[src/rtl/utopia_tx_arbiter.sv]
// Per-Tx-port cell arbiter: round-robin grant of whole ATM cells among NumRx requesters,
// with a watchdog that aborts a cell when byte_valid stalls for TimeoutCyc cycles.
module utopia_tx_arbiter #(
    parameter int unsigned NumRx      = 4,
    parameter int unsigned CellBytes  = 53,
    parameter int unsigned TimeoutCyc = 64
) (
    input  logic                     clk,
    input  logic                     rst,
    input  logic [NumRx-1:0]         req,
    input  logic                     tx_ready,
    input  logic                     byte_valid,
    output logic [NumRx-1:0]         gnt,
    output logic [$clog2(NumRx)-1:0] gnt_id,
    output logic                     busy,
    output logic                     cell_done,
    output logic                     abort,
    output logic [15:0]              cells_fwd,
    output logic [7:0]               abort_cnt
);

    localparam int unsigned IdW   = $clog2(NumRx);
    localparam int unsigned ByteW = $clog2(CellBytes);
    localparam int unsigned IdleW = $clog2(TimeoutCyc);

    localparam logic [1:0] StIdle = 2'd0;
    localparam logic [1:0] StXfer = 2'd1;
    localparam logic [1:0] StGap  = 2'd2;

    localparam logic [ByteW-1:0] LastByte = ByteW'(CellBytes - 1);
    localparam logic [IdleW-1:0] LastIdle = IdleW'(TimeoutCyc - 1);
    localparam logic [IdW-1:0]   LastId   = IdW'(NumRx - 1);

    logic [1:0]       state_q, state_d;
    logic [IdW-1:0]   ptr_q, ptr_d;
    logic [ByteW-1:0] byte_cnt_q, byte_cnt_d;
    logic [IdleW-1:0] idle_cnt_q, idle_cnt_d;
    logic [NumRx-1:0] gnt_q, gnt_d;
    logic [IdW-1:0]   gnt_id_q, gnt_id_d;
    logic             cell_done_q, cell_done_d;
    logic             abort_q, abort_d;
    logic [15:0]      cells_fwd_q, cells_fwd_d;
    logic [7:0]       abort_cnt_q, abort_cnt_d;

    logic             win_found;
    logic [IdW-1:0]   win_id;
    logic [IdW-1:0]   ptr_after;

    // Round-robin scan starting at ptr; explicit modulo keeps non-power-of-2 NumRx in range.
    always_comb begin
        int unsigned idx_full;
        logic [IdW-1:0] idx;
        win_found = 1'b0;
        win_id    = '0;
        for (int unsigned k = 0; k < NumRx; k++) begin
            idx_full = (int'(ptr_q) + k) % NumRx;
            idx      = IdW'(idx_full);
            if (!win_found && req[idx]) begin
                win_found = 1'b1;
                win_id    = idx;
            end
        end
    end

    assign ptr_after = (gnt_id_q == LastId) ? '0 : gnt_id_q + IdW'(1);

    always_comb begin
        state_d     = state_q;
        ptr_d       = ptr_q;
        byte_cnt_d  = byte_cnt_q;
        idle_cnt_d  = idle_cnt_q;
        gnt_d       = gnt_q;
        gnt_id_d    = gnt_id_q;
        cell_done_d = 1'b0;
        abort_d     = 1'b0;
        cells_fwd_d = cells_fwd_q;
        abort_cnt_d = abort_cnt_q;

        case (state_q)
            StIdle: begin
                gnt_d = '0;
                if (tx_ready && win_found) begin
                    gnt_d      = NumRx'(1) << win_id;
                    gnt_id_d   = win_id;
                    byte_cnt_d = '0;
                    idle_cnt_d = '0;
                    state_d    = StXfer;
                end
            end
            StXfer: begin
                if (byte_valid) begin
                    idle_cnt_d = '0;
                    if (byte_cnt_q == LastByte) begin
                        gnt_d       = '0;
                        byte_cnt_d  = '0;
                        cell_done_d = 1'b1;
                        cells_fwd_d = cells_fwd_q + 16'd1;
                        ptr_d       = ptr_after;
                        state_d     = StGap;
                    end else begin
                        byte_cnt_d = byte_cnt_q + ByteW'(1);
                    end
                end else if (idle_cnt_q == LastIdle) begin
                    gnt_d      = '0;
                    byte_cnt_d = '0;
                    idle_cnt_d = '0;
                    abort_d    = 1'b1;
                    if (abort_cnt_q != 8'hFF) begin
                        abort_cnt_d = abort_cnt_q + 8'd1;
                    end
                    ptr_d   = ptr_after;
                    state_d = StGap;
                end else begin
                    idle_cnt_d = idle_cnt_q + IdleW'(1);
                end
            end
            StGap: begin
                gnt_d   = '0;
                state_d = StIdle;
            end
            default: begin
                gnt_d   = '0;
                state_d = StIdle;
            end
        endcase
    end

    always_ff @(posedge clk or negedge rst) begin
        if (!rst) begin
            state_q     <= StIdle;
            ptr_q       <= '0;
            byte_cnt_q  <= '0;
            idle_cnt_q  <= '0;
            gnt_q       <= '0;
            gnt_id_q    <= '0;
            cell_done_q <= 1'b0;
            abort_q     <= 1'b0;
            cells_fwd_q <= '0;
            abort_cnt_q <= '0;
        end else begin
            state_q     <= state_d;
            ptr_q       <= ptr_d;
            byte_cnt_q  <= byte_cnt_d;
            idle_cnt_q  <= idle_cnt_d;
            gnt_q       <= gnt_d;
            gnt_id_q    <= gnt_id_d;
            cell_done_q <= cell_done_d;
            abort_q     <= abort_d;
            cells_fwd_q <= cells_fwd_d;
            abort_cnt_q <= abort_cnt_d;
        end
    end

    assign gnt       = gnt_q;
    assign gnt_id    = gnt_id_q;
    assign busy      = (state_q == StXfer);
    assign cell_done = cell_done_q;
    assign abort     = abort_q;
    assign cells_fwd = cells_fwd_q;
    assign abort_cnt = abort_cnt_q;

endmodule
[config.mk]
export PLATFORM = sky130hd
export DESIGN_NAME = utopia_tx_arbiter
export DESIGN_NICKNAME = d
export VERILOG_FILES = /design/src/rtl/utopia_tx_arbiter.sv
export SDC_FILE = /design/constraint.sdc
export NUM_CORES = 1
export LEC_CHECK = 0
export BUFFER_PORTS_ARGS = -buffer_cell sky130_fd_sc_hd__buf_2
export CORE_UTILIZATION = 40
export CTS_CLUSTER_SIZE = 24
export DETAILED_ROUTE_END_ITERATION = 8
export MAX_ROUTING_LAYER = met4
export PLACE_DENSITY = 0.68
export SLEW_MARGIN = 20
export SYNTH_ARGS = -nofsm -noshare
export SYNTH_HDL_FRONTEND = slang
export SYNTH_SLANG_ARGS = --single-unit
[constraint.sdc]
create_clock -name clk -period 5.4 [get_ports clk]
set_input_delay 1.08 -clock clk [delete_from_list [all_inputs] [get_ports clk]]
set_output_delay 1.08 -clock clk [all_outputs]
set_load 0.03 [all_outputs]
[Word level (Yosys, flattened, before mapping)]
Index checks and enable logic that the tools add are counted.
Operators by class
  $add $sub $neg: 8
  $lt $le $gt $ge: 4
  equal/unequal tests: 9
  shift operators: 1
  multiplexer cells: 44
  bitwise operators: 1
  reductions and logical operators: 18
Operators by type and width (count)
  6-bit two-way mux: 6
  2-bit two-way mux: 12
  6-bit case mux with 2 select lines: 2
  16-bit by 1-bit adder with 16-bit output (second input constant): 1
  4-bit two-way mux: 4
  1-bit two-way mux: 14
  6-bit by 1-bit adder with 6-bit output (second input constant): 2
  6-bit equality test (second input constant): 2
  2-bit by 3-bit less-than comparator with 1-bit output (second input constant): 4
  3-bit AND reduction: 4
  8-bit by 1-bit adder with 8-bit output (second input constant): 1
  1-bit binary-select mux with 2-bit select: 4
  8-bit != test (second input constant): 1
  4-bit case mux with 2 select lines: 1
  3-bit by 2-bit != test with 1-bit output (second input constant): 2
  2-bit AND reduction: 3
  2-bit by 1-bit adder with 2-bit output (second input constant): 2
  2-bit adder (second input constant): 2
  1-bit logical AND: 4
  2-bit case mux with 2 select lines: 1
  4-bit AND reduction: 1
  2-bit nonzero test: 2
  1-bit by 2-bit left shift with 4-bit output (first input constant): 1
  1-bit logical NOT: 3
  other kinds (6): 6
Word-level totals
  bits in registers: 48
  output and inout port bits: 33
  word-level logic and storage cells: 95

[Depth between registers and ports, before layout]
  depth after elaboration: 15
  depth in mapped cells: 6

[Worst setup path before layout]
No wires, ideal clock.
  path type: input to register
  from: input port byte_valid
  to: register abort_cnt_q[1] (netlist: abort_cnt[1])
  setup time: 0.128 ns
  arrival: 2.306 ns
  required time: 5.272 ns
  path slack: 2.967 ns
  cell stages on the path: 4
  cell sequence: or3b_1 -> nor3_4 -> and2_1 -> mux2_1
Between the ends
  cells in the longest elaborated chain, start to end: 2
RTL lines
  start, declared: line 12  | input logic byte_valid,
  1-bit NOT (no source line)
  4-bit AND reduction (no source line)
  end signal, assigned: line 150  | abort_cnt_q <= abort_cnt_d;
  end, declared: line 43  | logic [7:0] abort_cnt_q, abort_cnt_d;
Every way passes these cells.
A chain may end at the register's enable or synchronous reset.

[Worst setup path in the final report]
  from: input port req[0]
  to: register idle_cnt_q[3]
Between the ends
  cells in the longest elaborated chain, start to end: 15
  elaborated cells on any way between the ends: 21
  classes of those cells: 1 x eq/ne; 12 x mux; 8 x reduce/logical
RTL lines
  start, declared: line 10  | input logic [NumRx-1:0] req,
  1-bit binary-select mux with 2-bit select: line 58  | if (!win_found && req[idx]) begin
  1-bit two-way mux (not written as such): line 58
  1-bit two-way mux: line 58
  1-bit logical NOT: line 58
  1-bit logical AND: line 58
  1-bit two-way mux: line 58
  1-bit logical NOT: line 58
  1-bit logical AND: line 58
  1-bit two-way mux: line 58
  1-bit logical NOT: line 58
  1-bit logical AND: line 58
  1-bit two-way mux *: line 58
  1-bit logical AND *: line 82  | if (tx_ready && win_found) begin
  2-bit != test (no source line) *
  2-bit AND reduction (no source line) *
  end signal, assigned: line 144  | idle_cnt_q <= idle_cnt_d;
  end, declared: line 37  | logic [IdleW-1:0] idle_cnt_q, idle_cnt_d;
Every way passes the cells marked *; elsewhere a longest branch is shown, timed or not. The select of a mux whose other input is x is not followed.

==> flow_metrics.py <==
metrics = {
    "timing": {
        "worstMarginPinSlew_ns": 0.636,
        "skew_ns": 0.00693,
        "slew_violations": 0,
        "post-route-worst-setup-slack_ns": 3.00,
        "max_slew_margin_pct": 57.3,
        "rsz0062_at_grt": "no",
        "fin_crit_ns": 2.40,
        "fmax_mhz": 417,
        "fin_crit_sh_pct": 44.4,
        "hold_violations": 0,
        "setup_viol": 0,
        "tns_ns": 0,
    },
    "critical_path": {
        "endpoint_kind": "flip-flop",
        "cp_cell_sequence": "buf_2 > or4_4 > a31oi_4 > or2_2 > a21boi_0",
        "reg2reg_from": "idle_cnt_q[1]",
        "cp-start-kind": "input port",
        "critPathLaunch": "req[0]",
        "path_class": "in -> reg",
        "required_ns": 5.61,
        "crit_path_top_delay_cell": "or4_4",
        "critPathMaxFanout": 17,
        "crit_family": "simple AND/OR/NAND/NOR gates",
        "crit_arrival_ns": 2.61,
        "crit_buf_inv": 1,
        "slowest_delay_ns": 0.57,
    },
    "placed_design": {
        "place_ws_ns": 2.69,
        "dp.final_hpwl_um": 3350,
        "gp_congestion": 0.760,
        "port_buffers": 40,
    },
    "detailed_routing": {
        "vias_per_cell": 5.39,
        "postRouteAntennaNets": 0,
        "drt_iter0_drc": 75,
        "drt-pass1-iter-count": 4,
        "wl_per_cell_um": 13.8,
        "routed_wl_um": 4540,
        "vias": 1767,
        "drc": 0,
    },
    "clock_network": {
        "cts_tree": "built",
        "numCtsBuffers": 5,
        "clockBufferDepth": 2,
        "cts_setup_buffers": 0,
        "cts_resized": 0,
        "cts_root_buf": "clkbuf_8",
        "clk_latency_ns": 0.30,
        "cts_hold_buf": 0,
        "ctsHtreeMaxLevel": 2,
        "clkSinkCount": 48,
        "clkTransAtPathRegs_ns": 0.09,
    },
    "floorplan": {
        "chipHeight_um": 79.3,
        "boundaryPins": 41,
        "core_um2": 5640,
        "dieArea_um2": 6290,
        "initial_core_util_pct": 42.4,
        "rows": 27,
        "dieWidth_um": 79.3,
    },
    "global_routing": {
        "antenna_found_initial": 0,
        "track_usage_pct": 16.2,
        "grt_max_degree": 49,
        "grt_pass1_vias": 1672,
        "grt_overflow": 0,
        "grt_pass1_wl_um": 7710,
    },
    "yosys": {
        "synth_edf_count": 0,
        "synthDistinctLibCells": 52,
        "syn_inst": 210,
        "synth_top_area_share_pct": 50.2,
        "syn_area_um2": 2390,
        "synth_top_cell_by_area": "dfrtp_1",
        "synth_area_leaders": "dfrtp_1, xnor2_1, nand3_1",
        "avgSynthCellArea_um2": 11.4,
        "synth-seq-area-share_pct": 50.2,
        "async_flop_share_pct": 100,
        "yosys_register_bits": 48,
        "synth-main-ff-cell": "dfrtp_1",
        "syn_nets": 224,
        "yosysWarnings": 0,
    },
    "power_and_ir_drop": {
        "p_comb_share_pct": 16.2,
        "netSwitchingFraction_pct": 27.8,
        "power.internal_uw": 580,
        "seqPwrFrac_pct": 52.4,
        "p_switching_uw": 223,
        "power_uw": 803,
        "power.share.clock_pct": 31.4,
        "leakagePower_nw": 1.31,
        "ir_worst_vdd_uv": 125,
        "powerDensity_nw_per_um2": 290,
    },
    "run_status": {
        "status": "completed",
    },
    "hold_path": {
        "hold_path_class": "reg -> reg",
        "hold_path.startpoint": "cells_fwd[15]",
    },
    "layout": {
        "antenna_cells": 0,
        "drive_gt1_share_pct": 27.0,
        "seq_area_um2": 1200,
        "area_delta_synth_final_pct": 15.8,
        "fin_util_pct": 49.1,
        "fin_nets": 269,
        "multi_input_area_um2": 1140,
        "fillers": 542,
    },
    "run": {
        "maxCapViolations": 0,
    },
}
==> routing by layer <==
| metal | GRT usage, % | up-vias | routed length, µm |
|---|---|---|---|
| li1 | - | 865 | - |
| met5 | - | - | 0 |
| met1 | 20.1 | 860 | 2140 |
| met3 | 4.14 | 5 | 172 |
| met2 | 26.1 | 37 | 2190 |
| met4 | 4.73 | 0 | 38 |
==> sequential cells by signal, summed over array words and instances, names as in the netlist <==
register    count
cells_fwd      16
abort_cnt       8
byte_cnt_q      6
idle_cnt_q      6
gnt             4
gnt_id          2
ptr_q           2
state_q         2
abort           1
cell_done       1
==> metrics by stage <==
step | area, µm² | hold slack, ns | instances
finish | 2770 | 0.467 | 328
global route | 2770 | 0.499 | 328
CTS | 2770 | 0.474 | 328
detailed placement | 2660 | 0.462 | 320
global placement | 2660 | 0.457 | 320
floorplan | 2390 | 0.490 | 210
==> kinds of logic after synthesis <==
family                     count (synthesis)  share of synthesized area [%]
xor gates and xnor gates                  22                           8.06
adders and majority gates                  6                           3.14
muxes                                      7                           3.24
AOI/OAI and AO/OA                         35                           11.9
DFF                                       48                           50.2
buffers and inverters                      8                           1.88
and+or+nand+nor                           84                           21.5
==> cell type report <==
| class | count | area share [%] |
|---|---|---|
| Timing Repair Buffer | 40 | 7.32 |
| Tap cell | 72 | 3.25 |
| Inverter | 6 | 0.813 |
| Clock buffer | 6 | 2.62 |
| Multi-Input combinational cell | 154 | 41.3 |
| Clock inverter | 2 | 1.27 |
| Sequential cell | 48 | 43.4 |
==> cells in the mapped netlist (3+ instances only) <==
master    number
a211oi_1       3
a21oi_1        3
a22o_1         3
and3_1         7
and4_1         4
dfrtp_1       48
ha_1           6
inv_1          6
mux2_2         5
nand2_1       13
nand2b_1       3
nand3_1       18
nand4_1        6
nor2_1         8
o21ai_0        5
o31ai_1        6
or4_1          4
xnor2_1       19
xor2_1         3
==> worst paths after layout <==
check                                 to  slack, ns  cells after the start
hold reg to reg            cells_fwd[15]       0.47                      1
min in group asynchronous  cells_fwd[13]       0.77                      1
hold / removal             cells_fwd[15]       0.47                      1
max in group asynchronous   abort_cnt[7]       4.22                      1
setup / recovery           idle_cnt_q[3]       3.00                      5
setup reg to reg                ptr_q[1]       3.37                      5
==> power groups by stage <==
stage | logic, mW | clock network (mW) | registers [mW]
after global routing | 0.144 | 0.274 | 0.427
after floorplan | 0.0766 | 0 | 0.439
final | 0.130 | 0.252 | 0.421
after detailed placement | 0.132 | 0 | 0.427
after global placement | 0.126 | 0 | 0.426
after CTS | 0.131 | 0.258 | 0.421
==> cells in the final DEF, fill, tap and decap left out, types with 2 or more instances in the layout <==
master	count
and3_1	7
nand4_1	6
nand2b_1	3
o21ai_0	5
or4_1	4
nand2_1	13
dfrtp_1	48
ha_1	6
a21boi_0	2
buf_2	39
nand3_1	18
and4_1	4
o31ai_1	6
xnor2_1	19
nand3b_1	2
and2_1	2
inv_1	6
o21a_1	2
a22o_1	3
mux2_2	5
xor2_1	3
a21oi_1	3
a211oi_1	3
nor2_1	8
o2bb2ai_1	2
or3_2	2
clkbuf_8	5
(Power assumes the default switching activity.)
